[src/rtl/micro_pkg.sv]
// Shared encodings for the microprogram sequencer: sequencing field, opcodes
// and the fixed micro-state addresses the dispatch tables point at.
package micro_pkg;

    localparam logic [1:0] AC_FETCH = 2'd0;
    localparam logic [1:0] AC_DISP1 = 2'd1;
    localparam logic [1:0] AC_DISP2 = 2'd2;
    localparam logic [1:0] AC_SEQ   = 2'd3;

    localparam logic [5:0] OP_RTYPE = 6'b000000;
    localparam logic [5:0] OP_J     = 6'b000010;
    localparam logic [5:0] OP_BEQ   = 6'b000100;
    localparam logic [5:0] OP_LW    = 6'b100011;
    localparam logic [5:0] OP_SW    = 6'b101011;

    localparam logic [3:0] US_FETCH   = 4'd0;
    localparam logic [3:0] US_DECODE  = 4'd1;
    localparam logic [3:0] US_MEMADR  = 4'd2;
    localparam logic [3:0] US_MEMRD   = 4'd3;
    localparam logic [3:0] US_MEMWB   = 4'd4;
    localparam logic [3:0] US_MEMWR   = 4'd5;
    localparam logic [3:0] US_EXECUTE = 4'd6;
    localparam logic [3:0] US_ALUWB   = 4'd7;
    localparam logic [3:0] US_BRANCH  = 4'd8;
    localparam logic [3:0] US_JUMP    = 4'd9;

endpackage

[src/rtl/micro_sequencer_dispatch_rom.sv]
// Combinational opcode dispatch table. TABLE selects the first (decode) or
// second (memory op) stage; o_hit is low for opcodes the table does not decode.
module dispatch_rom
    import micro_pkg::*;
#(
    parameter int TABLE  = 1,
    parameter int ADDR_W = 4,
    parameter int OP_W   = 6
) (
    input  logic [OP_W-1:0]   i_op_code,
    output logic [ADDR_W-1:0] o_addr,
    output logic              o_hit
);

    // Table lookup; misses report address zero and leave trapping to the caller.
    always_comb begin
        o_addr = {ADDR_W{1'b0}};
        o_hit  = 1'b0;
        if (TABLE == 1) begin
            case (i_op_code)
                OP_W'(OP_RTYPE): begin o_addr = ADDR_W'(US_EXECUTE); o_hit = 1'b1; end
                OP_W'(OP_J):     begin o_addr = ADDR_W'(US_JUMP);    o_hit = 1'b1; end
                OP_W'(OP_BEQ):   begin o_addr = ADDR_W'(US_BRANCH);  o_hit = 1'b1; end
                OP_W'(OP_LW):    begin o_addr = ADDR_W'(US_MEMADR);  o_hit = 1'b1; end
                OP_W'(OP_SW):    begin o_addr = ADDR_W'(US_MEMADR);  o_hit = 1'b1; end
                default:         begin o_addr = {ADDR_W{1'b0}};      o_hit = 1'b0; end
            endcase
        end else begin
            case (i_op_code)
                OP_W'(OP_LW): begin o_addr = ADDR_W'(US_MEMRD); o_hit = 1'b1; end
                OP_W'(OP_SW): begin o_addr = ADDR_W'(US_MEMWR); o_hit = 1'b1; end
                default:      begin o_addr = {ADDR_W{1'b0}};    o_hit = 1'b0; end
            endcase
        end
    end

endmodule

[src/rtl/micro_sequencer.sv]
// Microprogram sequencer: registered micro-PC with sequential, fetch and
// two-stage opcode dispatch, sticky illegal-opcode trap, stall and retire count.
module micro_sequencer
    import micro_pkg::*;
#(
    parameter int              ADDR_W    = 4,
    parameter int              OP_W      = 6,
    parameter int              CNT_W     = 16,
    parameter logic [ADDR_W-1:0] TRAP_ADDR = ADDR_W'((2 ** ADDR_W) - 1)
) (
    input  logic              clk,
    input  logic              rst,
    input  logic [OP_W-1:0]   op_code,
    input  logic [1:0]        addr_ctl,
    input  logic              stall,
    output logic [ADDR_W-1:0] upc,
    output logic              illegal,
    output logic              halted,
    output logic [CNT_W-1:0]  instr_count
);

    logic [ADDR_W-1:0] r_upc;
    logic [OP_W-1:0]   r_op_q;
    logic              r_illegal;
    logic [CNT_W-1:0]  r_count;

    logic [ADDR_W-1:0] w_next_upc;
    logic [OP_W-1:0]   w_next_op_q;
    logic              w_next_illegal;
    logic [CNT_W-1:0]  w_next_count;
    logic [ADDR_W-1:0] w_d1_addr;
    logic              w_d1_hit;
    logic [ADDR_W-1:0] w_d2_addr;
    logic              w_d2_hit;

    // Stage 1 decodes the live opcode; stage 2 decodes the opcode latched at stage 1.
    dispatch_rom #(.TABLE(1), .ADDR_W(ADDR_W), .OP_W(OP_W)) u_disp1 (
        .i_op_code (op_code),
        .o_addr    (w_d1_addr),
        .o_hit     (w_d1_hit)
    );

    dispatch_rom #(.TABLE(2), .ADDR_W(ADDR_W), .OP_W(OP_W)) u_disp2 (
        .i_op_code (r_op_q),
        .o_addr    (w_d2_addr),
        .o_hit     (w_d2_hit)
    );

    // Next-state selection; the trap address is absorbing, and stall freezes everything.
    always_comb begin
        w_next_upc     = r_upc;
        w_next_op_q    = r_op_q;
        w_next_illegal = r_illegal;
        w_next_count   = r_count;
        if (r_upc == TRAP_ADDR) begin
            w_next_upc = r_upc;
        end else if (stall) begin
            w_next_upc = r_upc;
        end else begin
            case (addr_ctl)
                AC_FETCH: begin
                    w_next_upc   = {ADDR_W{1'b0}};
                    w_next_count = r_count + CNT_W'(1);
                end
                AC_DISP1: begin
                    w_next_op_q    = op_code;
                    w_next_upc     = w_d1_hit ? w_d1_addr : TRAP_ADDR;
                    w_next_illegal = r_illegal | ~w_d1_hit;
                end
                AC_DISP2: begin
                    w_next_upc     = w_d2_hit ? w_d2_addr : TRAP_ADDR;
                    w_next_illegal = r_illegal | ~w_d2_hit;
                end
                AC_SEQ: begin
                    w_next_upc = r_upc + ADDR_W'(1);
                end
                default: begin
                    w_next_upc = r_upc;
                end
            endcase
        end
    end

    // State registers with synchronous reset taking priority over stall.
    always_ff @(posedge clk) begin
        if (rst) begin
            r_upc     <= {ADDR_W{1'b0}};
            r_op_q    <= {OP_W{1'b0}};
            r_illegal <= 1'b0;
            r_count   <= {CNT_W{1'b0}};
        end else begin
            r_upc     <= w_next_upc;
            r_op_q    <= w_next_op_q;
            r_illegal <= w_next_illegal;
            r_count   <= w_next_count;
        end
    end

    assign upc         = r_upc;
    assign illegal     = r_illegal;
    assign halted      = (r_upc == TRAP_ADDR);
    assign instr_count = r_count;

endmodule

[config.mk]
export PLATFORM = sky130hd
export DESIGN_NAME = micro_sequencer
export DESIGN_NICKNAME = d
export VERILOG_FILES = /design/src/rtl/micro_pkg.sv /design/src/rtl/micro_sequencer_dispatch_rom.sv /design/src/rtl/micro_sequencer.sv
export SDC_FILE = /design/constraint.sdc
export NUM_CORES = 1
export LEC_CHECK = 0
export ABC_CLOCK_PERIOD_IN_PS = 2360
export BUFFER_PORTS_ARGS = -buffer_cell sky130_fd_sc_hd__buf_2
export CAP_MARGIN = 20
export CORE_MARGIN = 10
export CORE_UTILIZATION = 53
export CTS_CLUSTER_DIAMETER = 150
export DETAILED_ROUTE_END_ITERATION = 8
export HOLD_SLACK_MARGIN = 0.02
export PLACE_DENSITY_LB_ADDON = 0.25
export SYNTH_ARGS = -nofsm -noshare
export SYNTH_HDL_FRONTEND = slang
export SYNTH_HIERARCHICAL = 1
export SYNTH_SLANG_ARGS = --single-unit
[constraint.sdc]
create_clock -name clk -period 2.36 [get_ports clk]
set_input_delay 0.472 -clock clk [delete_from_list [all_inputs] [get_ports clk]]
set_output_delay 0.472 -clock clk [all_outputs]
set_load 0.02 [all_outputs]
==> run_results.csv, run 1 <==
group,metric,value,unit
status,status,"completed",
placement,dp_cells,233,
drt,drt_wl_total,3400,µm
pwr,vdd_drop_max,324,µV
logic_synthesis,avgSynthCellArea,8.74,µm²
finish,finalNonFillerCells,237,
logic_synthesis,ys_ff_latch,27,
sta,drv_slew,0,
die,initial_core_util,0.558,
finish,nets,225,
placement,buffer_ports.inserted,32,
finish,diodes,0,
pwr,power.density,455,nW/µm²
logic_synthesis,synth-async-reset-ratio,0,
sta,slew_headroom,0.664,
drt,firstDrtPassIters,4,
setup_path,critical_path_required,1890,ps
sta,hold_violations,0,
clocking,cts_root_buf,"clkbuf_4",
pwr,finalPower,0.788,mW
drt,vias_per_cell,5.79,
setup_path,crit_fanout,5,
logic_synthesis,synth_area_leaders,"dfxtp_1 (35%), ha_1 (5.7%), a21oi_1 (4.9%)",
finish,seqCellArea,541,µm²
finish,syn_to_final_growth,12.6,%
drt,wl_per_cell,14.3,µm
logic_synthesis,synth-seq-area-share,0.352,
clocking,holdBufCountCts,0,
drt,vias,1372,
logic_synthesis,yosysUniqueCellTypes,43,
sta,period_share,0.882,
clocking,insertion_delay,330,ps
setup_path,rrSetupSlack,660,ps
finish,final_util,0.628,
clocking,h-tree-depth,1,
finish,multi_input_area,917,µm²
sta,worst_pin_slew,502,ps
sta,layout_setup_ws,278,ps
die,dieArea,5460,µm²
setup_path,criticalPathCategory,"register to output pin",
logic_synthesis,ys_warn_count,6,
finish,fill_cells,255,
logic_synthesis,netlist.area_leader.share,0.352,
setup_path,r2r_cells,6,
hold_path,hold_depth,3,
clocking,post_cts_resize_count,0,
sta,setup_viol,0,
setup_path,cp-end-kind,"output pin",
clocking,cts_setup_buffers,0,
grt,grt_overflow,0,
placement,pre_cts_slack,268,ps
sta,period_needed,2080,ps
placement,placed_area,1700,µm²
sta,rsz0062_at_grt,"false",
sta,setup-tns-final,0,ps
logic_synthesis,syn_nets,194,
die,core.rowCount,19,
finish,layout_common_cells,"buf_2 (32), dfxtp_1 (27), nand3_1 (15), a21oi_1 (15)",
finish,drive_gt1_frac,0.238,
finish,fin_area,1730,µm²
clocking,path_clk_slew,150,ps
run,cap_violations,0,
logic_synthesis,synth.cell_area,1540,µm²
setup_path,crit_arrival,1610,ps
die,core_area,2760,µm²
drt,drc,0,
die,ios,33,
grt,grt_use_total,0.123,
placement,hpwl,2660,µm
pwr,p_leak,0.723,nW
sta,hold-worst-slack,411,ps
setup_path,endpoint,"halted",
clocking,clk_path_buf_depth,2,
clocking,cts_tree,"done",
die,die_y,73.9,µm
clocking,cts_made_buffers,3,
setup_path,start_kind,"register",
clocking,cts_sinks,27,
setup_path,reg2reg_from,"upc[0]$_SDFFE_PP0P_",
placement,routabilityCongestion,0.943,
sta,finalClockSkew,2.73,ps
logic_synthesis,yosysTopAreaCell,"dfxtp_1",
logic_synthesis,synth_edf_count,0,
setup_path,crit_start,"upc[0]$_SDFFE_PP0P_",
grt,grt_pass1_vias,1284,
grt,grt_max_degree,29,
logic_synthesis,ys.flop_type,"dfxtp_1",
grt,grt_pass1_wl,5620,µm
setup_path,reg2reg_to,"upc[2]$_SDFFE_PP0P_",
grt,antenna_found_initial,0,
finish,final_common_cell,"buf_2",
drt,postRouteAntennaNets,0,
sta,clock.fmax,480,MHz
logic_synthesis,syn_inst,176,
hold_path,hold_path_class,"input pin to register",
die,die_x,73.9,µm
drt,dr.first_iter.drc_count,91,
-- routing by layer --
layer	GRT usage	vias to the layer above	wire length, µm
met1	0.143	637	1450
met5	0	-	0
met2	0.217	34	1730
met3	0.0188	6	157
met4	0.0538	0	48
li1	-	695	-
-- critical path, cell delays in order (launching register included) --
cell and delay [ps]:
dfxtp_1 460, ha_1 310, nand3_1 250, inv_1 100
buf_2 170
-- worst min path at each step --
stage                                 startpoint  slack [ps]                endpoint
final                                 op_code[3]         410  r_op_q[3]$_SDFFE_PP0P_
after global routing                  op_code[5]         410  r_op_q[5]$_SDFFE_PP0P_
after CTS                             op_code[3]         400  r_op_q[3]$_SDFFE_PP0P_
after detailed placement  r_op_q[4]$_SDFFE_PP0P_         450  r_op_q[4]$_SDFFE_PP0P_
after global placement    r_op_q[4]$_SDFFE_PP0P_         450  r_op_q[4]$_SDFFE_PP0P_
after floorplan           r_op_q[4]$_SDFFE_PP0P_         440  r_op_q[4]$_SDFFE_PP0P_
-- registers in the layout (all words and copies together), names as in the netlist --
| signal | flops |
|---|---|
| instr_count | 16 |
| r_op_q | 6 |
| upc | 4 |
| illegal | 1 |
-- cell usage after synthesis (all sizes together), types with 2 or more instances --
library cell	count
a21oi	15
a222oi	2
a2bb2oi	2
a31oi	2
and4	3
buf	5
clkbuf	3
dfxtp	27
ha	7
inv	8
nand2	11
nand2b	6
nand3	15
nand3b	2
nand4	7
nor2	12
nor3	3
o21ai	12
or3	8
xnor2	2
xor2	8
-- cells by family after synthesis --
logic type / count (synthesis) / share of synthesized area
compound gates: 39 / 0.167
fa+ha+maj: 7 / 0.0570
other cells: 1 / 0.00244
mux: 1 / 0.00651
buf+inv: 16 / 0.0521
simple gates: 75 / 0.307
flops: 27 / 0.352
xor+xnor: 10 / 0.0570
-- report_power, final --
part           internal (mW)  switching (mW)
combinational         0.0413          0.0623
clock                 0.0649           0.142
sequential             0.466          0.0115
total                  0.572           0.215
-- cell type report --
cell class,count,share of cell area
multi-input combinational,133,0.530
sequential,27,0.312
timing repair buffer,34,0.101
tap,31,0.0224
inverter,8,0.0173
clock buffer,3,0.0130
clock inverter,1,0.00434
Power figures use the tool's default switching activity.
==> run 2, diff against run 1 <==
--- a/config.mk
+++ b/config.mk
@@ -8,6 +8,7 @@
 export ABC_CLOCK_PERIOD_IN_PS = 2360
 export BUFFER_PORTS_ARGS = -buffer_cell sky130_fd_sc_hd__buf_2
 export CAP_MARGIN = 20
+export CORE_ASPECT_RATIO = 0.5
 export CORE_MARGIN = 10
 export CORE_UTILIZATION = 53
 export CTS_CLUSTER_DIAMETER = 150
==> run_results.csv, run 2 (synthesis results as in run 1) <==
group,metric,value,unit
finish,nets,225,
setup_path,rrSetupSlack,710,ps
finish,layout_common_cells,"buf_2 (32), dfxtp_1 (27), nand3_1 (15), a21oi_1 (15)",
setup_path,crit_chain,"ha_1 -> nand3_1 -> inv_1 -> buf_2",
die,die_x,96.2,µm
pwr,p_leak,0.732,nW
setup_path,cp_slowest_cell,"dfxtp_1",
sta,hold_violations,0,
die,initial_core_util,0.573,
pwr,power.density,482,nW/µm²
clocking,cts_sinks,27,
pwr,vdd_drop_max,260,µV
sta,period_share,0.833,
setup_path,cp-end-kind,"output pin",
grt,grt_pass1_wl,6020,µm
setup_path,crit_start,"upc[1]$_SDFFE_PP0P_",
setup_path,path_delay_family,"flip-flops",
clocking,holdBufCountCts,0,
drt,drt_wl_total,3450,µm
die,core.rowCount,13,
drt,firstDrtPassIters,6,
clocking,clk_path_buf_depth,2,
placement,routabilityCongestion,0.837,
setup_path,crit_arrival,1490,ps
pwr,power_frac_comb,0.124,
clocking,path_clk_slew,90,ps
drt,drc,0,
die,die_y,58.1,µm
sta,drv_slew,0,
clocking,post_cts_resize_count,0,
setup_path,max_stage_delay,410,ps
finish,finalNonFillerCells,243,
grt,antenna_found_initial,0,
drt,dr.first_iter.drc_count,24,
setup_path,cp.depth,4,
sta,finalClockSkew,6.23,ps
hold_path,hold_depth,2,
drt,postRouteAntennaNets,0,
setup_path,crit_fanout,5,
die,core_area,2680,µm²
pwr,clockPowerShare,0.312,
finish,largest_reg_flops,16,
finish,syn_to_final_growth,14.1,%
hold_path,worstHoldStart,"r_op_q[4]$_SDFFE_PP0P_",
grt,grt_max_degree,29,
sta,setup_viol,0,
setup_path,start_kind,"register",
grt,grt_use_total,0.131,
sta,slew_headroom,0.659,
finish,fill_cells,235,
placement,buffer_ports.inserted,32,
drt,wl_per_cell,14.2,µm
clocking,insertion_delay,270,ps
finish,drive_gt1_frac,0.233,
clocking,h-tree-depth,1,
pwr,p_switching,0.218,mW
sta,rsz0062_at_grt,"false",
drt,vias,1382,
clocking,cts_made_buffers,3,
status,status,"completed",
hold_path,holdPathEnd,"r_op_q[4]$_SDFFE_PP0P_",
setup_path,critical_path_required,1890,ps
sta,setup-tns-final,0,ps
setup_path,r2r_cells,6,
setup_path,crit_buf_inv,2,
sta,worst_pin_slew,512,ps
die,dieArea,5590,µm²
pwr,sw_frac_of_total,0.257,
die,ios,33,
placement,hpwl,2640,µm
placement,dp_cells,239,
pwr,p_int,0.628,mW
sta,clock.fmax,509,MHz
clocking,cts_setup_buffers,0,
clocking,cts_tree,"done",
finish,diodes,0,
hold_path,hold_path_class,"register to register",
pwr,power_frac_seq,0.564,
setup_path,reg2reg_to,"upc[2]$_SDFFE_PP0P_",
grt,grt_overflow,0,
clocking,cts_root_buf,"clkbuf_8",
grt,grt_pass1_vias,1341,
drt,vias_per_cell,5.69,
sta,period_needed,1970,ps
setup_path,reg2reg_from,"upc[0]$_SDFFE_PP0P_",
run,cap_violations,0,
setup_path,criticalPathCategory,"register to output pin",
finish,final_common_cell,"buf_2",
==> run 2: cell types whose count changed in the layout (fill, tap and decap cells not counted), sizes merged <==
cell | before | now
clkbuf | 3 | 4
clkinvlp | 1 | 0
==> run 2: stage by stage <==
stage / worst slack (ps) / utilization / total power, mW / cell area [µm²] / hold WS (ps)
floorplan: 561 / - / 0.557 / 1540 / 437
global placement: 363 / 0.637 / 0.589 / 1710 / 446
detailed placement: 325 / 0.637 / 0.592 / 1710 / 448
CTS: 403 / 0.654 / 0.858 / 1750 / 461
global route: 321 / 0.654 / 0.886 / 1750 / 492
finish: 394 / 0.654 / 0.846 / 1750 / 467
==> run 2: power groups by stage <==
stage | registers [mW] | clock network (mW) | logic, mW
floorplan | 0.494 | 0 | 0.0624
global placement | 0.487 | 0 | 0.102
detailed placement | 0.487 | 0 | 0.104
CTS | 0.477 | 0.275 | 0.105
global route | 0.478 | 0.291 | 0.117
finish | 0.477 | 0.264 | 0.105
==> run 2: how the worst max path moves through the flow <==
stage | slack, ps | to
global route | 320 | halted
detailed placement | 320 | upc[0]$_SDFFE_PP0P_
floorplan | 560 | upc[1]$_SDFFE_PP0P_
global placement | 360 | upc[0]$_SDFFE_PP0P_
finish | 390 | halted
CTS | 400 | halted
==> run 2: worst register-to-register path, cell delays in order, from the launching register on <==
cell and delay [ps]:
dfxtp_1 350, ha_1 270, a31oi_4 240, buf_4 240, nand2b_1 140, a31o_2 240
a21oi_1 110
==> run 2: final cells by class <==
cell class,count,area [µm²],area share
clock buffers,4,45.0,0.0257
inverters,8,30.0,0.0171
multi-input cells,133,917,0.523
flip-flops and latches,27,541,0.308
well taps,37,46.3,0.0264
repair buffers,34,175,0.0999
==> run 2: routing by layer <==
metal | vias up | wire [µm] | global-route usage
met3 | 6 | 182 | 0.0372
li1 | 701 | - | -
met4 | 0 | 59 | 0.0438
met5 | - | 0 | 0
met2 | 26 | 1660 | 0.229
met1 | 649 | 1550 | 0.151
